File: src/rtl/sdram_cmd_arbiter.sv
// sdram_cmd_arbiter
// Shares the SDRAM pins between a read engine and a write engine, and
// interleaves periodic PRECHARGE-ALL / AUTO REFRESH sequences.
//
// Parameters
//   REFRESH_INTERVAL  clocks between auto-refresh requests
//   T_RP              NOP clocks after PRECHARGE-ALL
//   T_RFC             NOP clocks after AUTO REFRESH
//
// Ports
//   clk, rst                      clock, synchronous active-high reset
//   init_done                     SDRAM power-up done; arbiter is inert while low
//   rd_req / wr_req               application wants the read / write engine run
//   rd_enable / wr_enable         enable to the read / write engine
//   rd_idle / wr_idle             engine idle flags
//   rd_/wr_command,address,bank   engine-side SDRAM buses
//   auto_refresh                  refresh pending, broadcast to both engines
//   sdram_command,address,bank    registered bus to the SDRAM pins
//   missed_refresh                saturating count of intervals that expired
//                                 while a refresh was already pending
module sdram_cmd_arbiter #(
  parameter logic [15:0] REFRESH_INTERVAL = 16'd1560,
  parameter logic [3:0]  T_RP             = 4'd2,
  parameter logic [3:0]  T_RFC            = 4'd7
) (
  input  logic        clk,
  input  logic        rst,
  input  logic        init_done,
  input  logic        rd_req,
  input  logic        wr_req,
  output logic        rd_enable,
  output logic        wr_enable,
  input  logic        rd_idle,
  input  logic        wr_idle,
  input  logic [2:0]  rd_command,
  input  logic [11:0] rd_address,
  input  logic [1:0]  rd_bank,
  input  logic [2:0]  wr_command,
  input  logic [11:0] wr_address,
  input  logic [1:0]  wr_bank,
  output logic        auto_refresh,
  output logic [2:0]  sdram_command,
  output logic [11:0] sdram_address,
  output logic [1:0]  sdram_bank,
  output logic [7:0]  missed_refresh
);

  // {RAS_n, CAS_n, WE_n} encodings, identical to the sdram_include.v defines
  localparam logic [2:0] CMD_NOP = 3'b111;
  localparam logic [2:0] CMD_PRE = 3'b010;
  localparam logic [2:0] CMD_AR  = 3'b001;

  typedef enum logic [2:0] {
    IDLE, GRANT_RD, GRANT_WR, DRAIN, PRECHARGE_ALL, REFRESH
  } state_t;

  state_t      state, state_nxt;
  logic [3:0]  wait_cnt, wait_cnt_nxt;
  logic        last_grant_rd, last_grant_rd_nxt;
  logic [15:0] timer;
  logic        refresh_pending;
  logic        clear_pending;
  logic [2:0]  cmd_nxt;
  logic [11:0] addr_nxt;
  logic [1:0]  bank_nxt;

  assign auto_refresh = refresh_pending;

  // Next-state and next pin values. In GRANT_x and DRAIN the pins follow the
  // engine recorded in last_grant_rd; everywhere else the arbiter drives its
  // own command with a zero address and bank unless stated otherwise.
  // wait_cnt counts the clocks spent in PRECHARGE_ALL / REFRESH: count 0 is
  // the command clock, the following T_RP / T_RFC clocks are NOPs.
  always_comb begin
    state_nxt         = state;
    wait_cnt_nxt      = wait_cnt;
    last_grant_rd_nxt = last_grant_rd;
    clear_pending     = 1'b0;
    cmd_nxt           = CMD_NOP;
    addr_nxt          = 12'h000;
    bank_nxt          = 2'b00;
    case (state)
      IDLE: begin
        if (init_done) begin
          if (refresh_pending) begin
            state_nxt    = PRECHARGE_ALL;
            wait_cnt_nxt = 4'd0;
          end else if (rd_req && wr_req) begin
            // round-robin: serve whichever engine did not go last
            state_nxt         = last_grant_rd ? GRANT_WR : GRANT_RD;
            last_grant_rd_nxt = ~last_grant_rd;
          end else if (rd_req) begin
            state_nxt         = GRANT_RD;
            last_grant_rd_nxt = 1'b1;
          end else if (wr_req) begin
            state_nxt         = GRANT_WR;
            last_grant_rd_nxt = 1'b0;
          end
        end
      end
      GRANT_RD: begin
        cmd_nxt  = rd_command;
        addr_nxt = rd_address;
        bank_nxt = rd_bank;
        if (!rd_req || refresh_pending) state_nxt = DRAIN;
      end
      GRANT_WR: begin
        cmd_nxt  = wr_command;
        addr_nxt = wr_address;
        bank_nxt = wr_bank;
        if (!wr_req || refresh_pending) state_nxt = DRAIN;
      end
      DRAIN: begin
        if (last_grant_rd) begin
          cmd_nxt  = rd_command;
          addr_nxt = rd_address;
          bank_nxt = rd_bank;
          if (rd_idle) state_nxt = IDLE;
        end else begin
          cmd_nxt  = wr_command;
          addr_nxt = wr_address;
          bank_nxt = wr_bank;
          if (wr_idle) state_nxt = IDLE;
        end
      end
      PRECHARGE_ALL: begin
        if (wait_cnt == 4'd0) begin
          cmd_nxt  = CMD_PRE;
          addr_nxt = 12'h400;
        end
        if (wait_cnt == T_RP) begin
          state_nxt    = REFRESH;
          wait_cnt_nxt = 4'd0;
        end else begin
          wait_cnt_nxt = wait_cnt + 4'd1;
        end
      end
      REFRESH: begin
        if (wait_cnt == 4'd0) begin
          cmd_nxt       = CMD_AR;
          clear_pending = 1'b1;
        end
        if (wait_cnt == T_RFC) begin
          state_nxt    = IDLE;
          wait_cnt_nxt = 4'd0;
        end else begin
          wait_cnt_nxt = wait_cnt + 4'd1;
        end
      end
      default: state_nxt = IDLE;
    endcase
  end

  // State register plus the registered pin bus and engine enables. The
  // enables follow the next state so a grant is visible on the same edge
  // that moves the FSM into GRANT_x, and both can never be high together.
  always_ff @(posedge clk) begin
    if (rst) begin
      state         <= IDLE;
      wait_cnt      <= 4'd0;
      last_grant_rd <= 1'b0;
      rd_enable     <= 1'b0;
      wr_enable     <= 1'b0;
      sdram_command <= CMD_NOP;
      sdram_address <= 12'h000;
      sdram_bank    <= 2'b00;
    end else begin
      state         <= state_nxt;
      wait_cnt      <= wait_cnt_nxt;
      last_grant_rd <= last_grant_rd_nxt;
      rd_enable     <= (state_nxt == GRANT_RD);
      wr_enable     <= (state_nxt == GRANT_WR);
      sdram_command <= cmd_nxt;
      sdram_address <= addr_nxt;
      sdram_bank    <= bank_nxt;
    end
  end

  // Refresh timer. An expiry always (re)asserts refresh_pending, even on the
  // AR clock, so no refresh is lost. An expiry only counts as missed when
  // the pending refresh is not being serviced on that same clock.
  always_ff @(posedge clk) begin
    if (rst) begin
      timer           <= REFRESH_INTERVAL - 16'd1;
      refresh_pending <= 1'b0;
      missed_refresh  <= 8'd0;
    end else if (!init_done) begin
      timer <= REFRESH_INTERVAL - 16'd1;
      if (clear_pending) refresh_pending <= 1'b0;
    end else if (timer == 16'd0) begin
      timer           <= REFRESH_INTERVAL - 16'd1;
      refresh_pending <= 1'b1;
      if (refresh_pending && !clear_pending && missed_refresh != 8'hFF)
        missed_refresh <= missed_refresh + 8'd1;
    end else begin
      timer <= timer - 16'd1;
      if (clear_pending) refresh_pending <= 1'b0;
    end
  end

endmodule

File: config.mk
export PLATFORM = sky130hd
export DESIGN_NAME = sdram_cmd_arbiter
export DESIGN_NICKNAME = d
export VERILOG_FILES = /design/src/rtl/sdram_cmd_arbiter.sv
export SDC_FILE = /design/constraint.sdc
export NUM_CORES = 1
export LEC_CHECK = 0
export BUFFER_PORTS_ARGS = -buffer_cell sky130_fd_sc_hd__buf_2
export CORE_MARGIN = 5
export CORE_UTILIZATION = 51
export CTS_CLUSTER_DIAMETER = 60
export CTS_CLUSTER_SIZE = 25
export DETAILED_ROUTE_END_ITERATION = 10
export GPL_TIMING_DRIVEN = 0
export PLACE_DENSITY = 0.79
export SLEW_MARGIN = 20
export SYNTH_ARGS = -nofsm -noshare
export SYNTH_HDL_FRONTEND = slang
export SYNTH_SLANG_ARGS = --single-unit
File: constraint.sdc
create_clock -name clk -period 3.1 [get_ports clk]
set_input_delay 0.465 -clock clk [delete_from_list [all_inputs] [get_ports clk]]
set_output_delay 0.465 -clock clk [all_outputs]
set_load 0.005 [all_outputs]
==> reports/qor.txt <==
Placed Instances: 388
vias in the first global route: 2052
cell taking the most area after synthesis: dfxtp_1
PwrDens: 457.8 nW/um^2
CP max stage delay: 0.58 ns
Post-Syn Instances: 266
Filler cells: 425
multi-input logic area: 1285 um^2
Die W: 78.58 um
Worst VDD drop: 271.8 uV
Core Box Area: 4629 um^2
TritonRoute pass-1 iters: 4
hpwl dp: 4124 um
Syn Area/Cell: 9.017 um^2
Slew HR: 51.14%
Critical Path AT: 2.77 ns
n_diodes: 0
critical path fanouts, max: 5
max-cap violations: 0
CP max-delay cell: or4b_2
Final GP Congestion: 0.8627
min Tclk post-route: 2.576 ns
Syn Std Cell Area: 2399 um^2
Post-CTS Repair Setup Buffers: 0
DR DRC count: 0
Crit. End Element: flop
ranking of synthesized cells by area: dfxtp_1 43%, nor2_1 6.3%, xnor2_1 5.8%
Hold WC Path Type: in2reg
Power, Total: 1.326 mW
Req. time, crit path: 3.29 ns
Via Count: 2166
CTS tree: done
utilization after layout: 62.57%
number of synthesized flops with an enable pin: 0
setup tns final: 0 ns
Distinct cells, synth: 51
Worst Skew: 0.003388 ns
Pleak: 1.196 nW
port bufs: 68
overall routing resource usage: 17.86%
drt wl/cell: 13.64 um
row cnt: 25
IO Count: 69
Yosys reg bits: 52
worst path bufs/invs: 1
Hold Violations, Final: 0
die area: 6175 um^2
RSZ-0062 raised after global routing: false
critical path class: reg2reg
count of final setup violators: 0
hold buffers post-CTS: 0
die span in y: 78.58 um
Clock transition at path regs: 0.09 ns
ratio of cells with drive above 1 in the final layout: 26.32%
largest net degree at the start of global routing: 15
DRT iter0 DRCs: 114
CP startpoint kind: flop
Finished Layout Cells: 396
Worst Tran Pin Value: 0.7273 ns
fraction of the cycle the final worst path needs: 83.10%
pre-CTS setup slack: 0.3817 ns
CTS-repair resized insts: 0
clk sinks: 52
DR vias/cell: 5.470
Initial Util: 51.81%
final max-slew violation count: 0
FMAX: 388.2 MHz
DRT antenna net count: 0
post-synth top area share: 43.40%
nets@finish: 388
Clock Latency Late Sink: 0.29 ns
crit-path cells: inv_1 -> ha_1 -> or4b_2 -> or4_4 -> nor3_4 -> and4_1 -> mux2_1
grt ovf: 0
Synth Flop Type: dfxtp_1
initial antenna violation count: 0
YS warnings: 0
Async SR Flop Fraction: 0%
Clock Path Buffers: 2
final wirelength: 5403 um
global-route wire length before repair: 9032 um
syn nets: 313
Seq/Total Area, Yosys: 43.40%
area delta synth->final: 20.76%
clk root buf: clkbuf_8
total CTS buffers: 5
H-tree levels: 2
Sequential cell area: 1041 um^2
Final WS setup: 0.5240 ns
status: complete, no violations
CP delay by family, top: simple AND/OR/NAND/NOR gates
[flip-flops by register name (all words and copies together), names as in the netlist]
signal / flops
auto_refresh: 1
last_grant_rd: 1
missed_refresh: 8
rd_enable: 1
sdram_address: 12
sdram_bank: 2
sdram_command: 3
state: 3
timer: 16
wait_cnt: 4
wr_enable: 1
[cells by family (layout without fill, tap and decap cells)]
family | count (synthesis) | in the layout | synth area share (%)
XOR/XNOR | 18 | 18 | 6.573
adder cells (fa/ha/maj) | 6 | 6 | 3.130
AO/OA/AOI/OAI | 48 | 48 | 14.50
buffers and inverters | 19 | 95 | 3.026
AND/OR/NAND/NOR | 119 | 119 | 27.60
flip-flops | 52 | 52 | 43.40
multiplexers | 4 | 4 | 1.774
[routing by layer]
layer / share of wire [%] / track usage (%)
met5: 0 / 0
met4: 1.1 / 4.895
met3: 6.3 / 4.702
met2: 48 / 31.49
met1: 45 / 21.25
[stage by stage]
stage	hold slack [ns]	instance area (um^2)
2_1_floorplan	0.3657	2399
3_3_place_gp	0.3744	2806
3_5_place_dp	0.3886	2806
4_1_cts	0.3923	2897
5_1_grt	0.3915	2897
6_report	0.3988	2897
[layout by cell type, fill, tap and decap left out, drive strengths merged, types with 3 or more instances in the layout]
cell type and n:
a21o 3, a21oi 9, a22oi 13, a311oi 3, and3 3, and4 3, buf 68, clkbuf 19
dfxtp 52, ha 6, inv 8, nand2 14, nand2b 5, nand3 4, nor2 40, nor2b 7
nor3 12, nor3b 3, nor4 5, o21ai 4, or2 4, or3 3, or4 4, xnor2 16
[path summary, 6_finish.rpt]
path,cells past startpoint,slack (ns),endpoint,start
setup / recovery,7,0.52,missed_refresh[7]$_SDFFE_PP0P_,timer[0]$_SDFF_PP1_
hold reg to reg,1,0.40,timer[0]$_SDFF_PP1_,timer[0]$_SDFF_PP1_
hold / removal,3,0.40,sdram_command[0]$_SDFF_PP1_,rd_command[0]
setup reg to reg,7,0.52,missed_refresh[7]$_SDFFE_PP0P_,timer[0]$_SDFF_PP1_
[worst register-to-register path: stages, from the launching register on]
cell and delay (ns):
dfxtp_1 0.33, inv_1 0.08, ha_1 0.17, or4b_2 0.58, or4_4 0.49, nor3_4 0.27, and4_1 0.24, mux2_1 0.31
[area by class of cell]
class	instances	area share, %
repair buffers	68	11.75
well taps	54	2.333
clock buffers	8	3.110
flip-flops and latches	52	35.94
plain buffers	11	1.469
multi-input cells	195	44.36
inverters	8	1.037
[report_power, final]
group | internal, mW | total [mW] | switching (mW)
logic | 0.100 | 0.229 | 0.129
registers | 0.698 | 0.712 | 0.0141
clock network | 0.182 | 0.385 | 0.203
total | 0.981 | 1.33 | 0.346
[Yosys cell counts (all sizes together), types with 2 or more instances]
cell	number
and4	3
nand2b	5
nor3	12
nand3b	2
a311oi	3
nand3	4
dfxtp	52
o21ai	4
a21bo	2
and3	3
a31oi	2
nor2	40
nand2	14
xor2	2
and3b	2
a21o	3
a22oi	13
or3b	2
mux2i	2
nor3b	3
or4b	2
clkbuf	11
a21oi	9
ha	6
xnor2	16
nor4	5
inv	8
o21a	2
nor2b	7
mux2	2
or3	3
or2	4
or4	4
No activity file was read; power rests on OpenSTA's default activity.
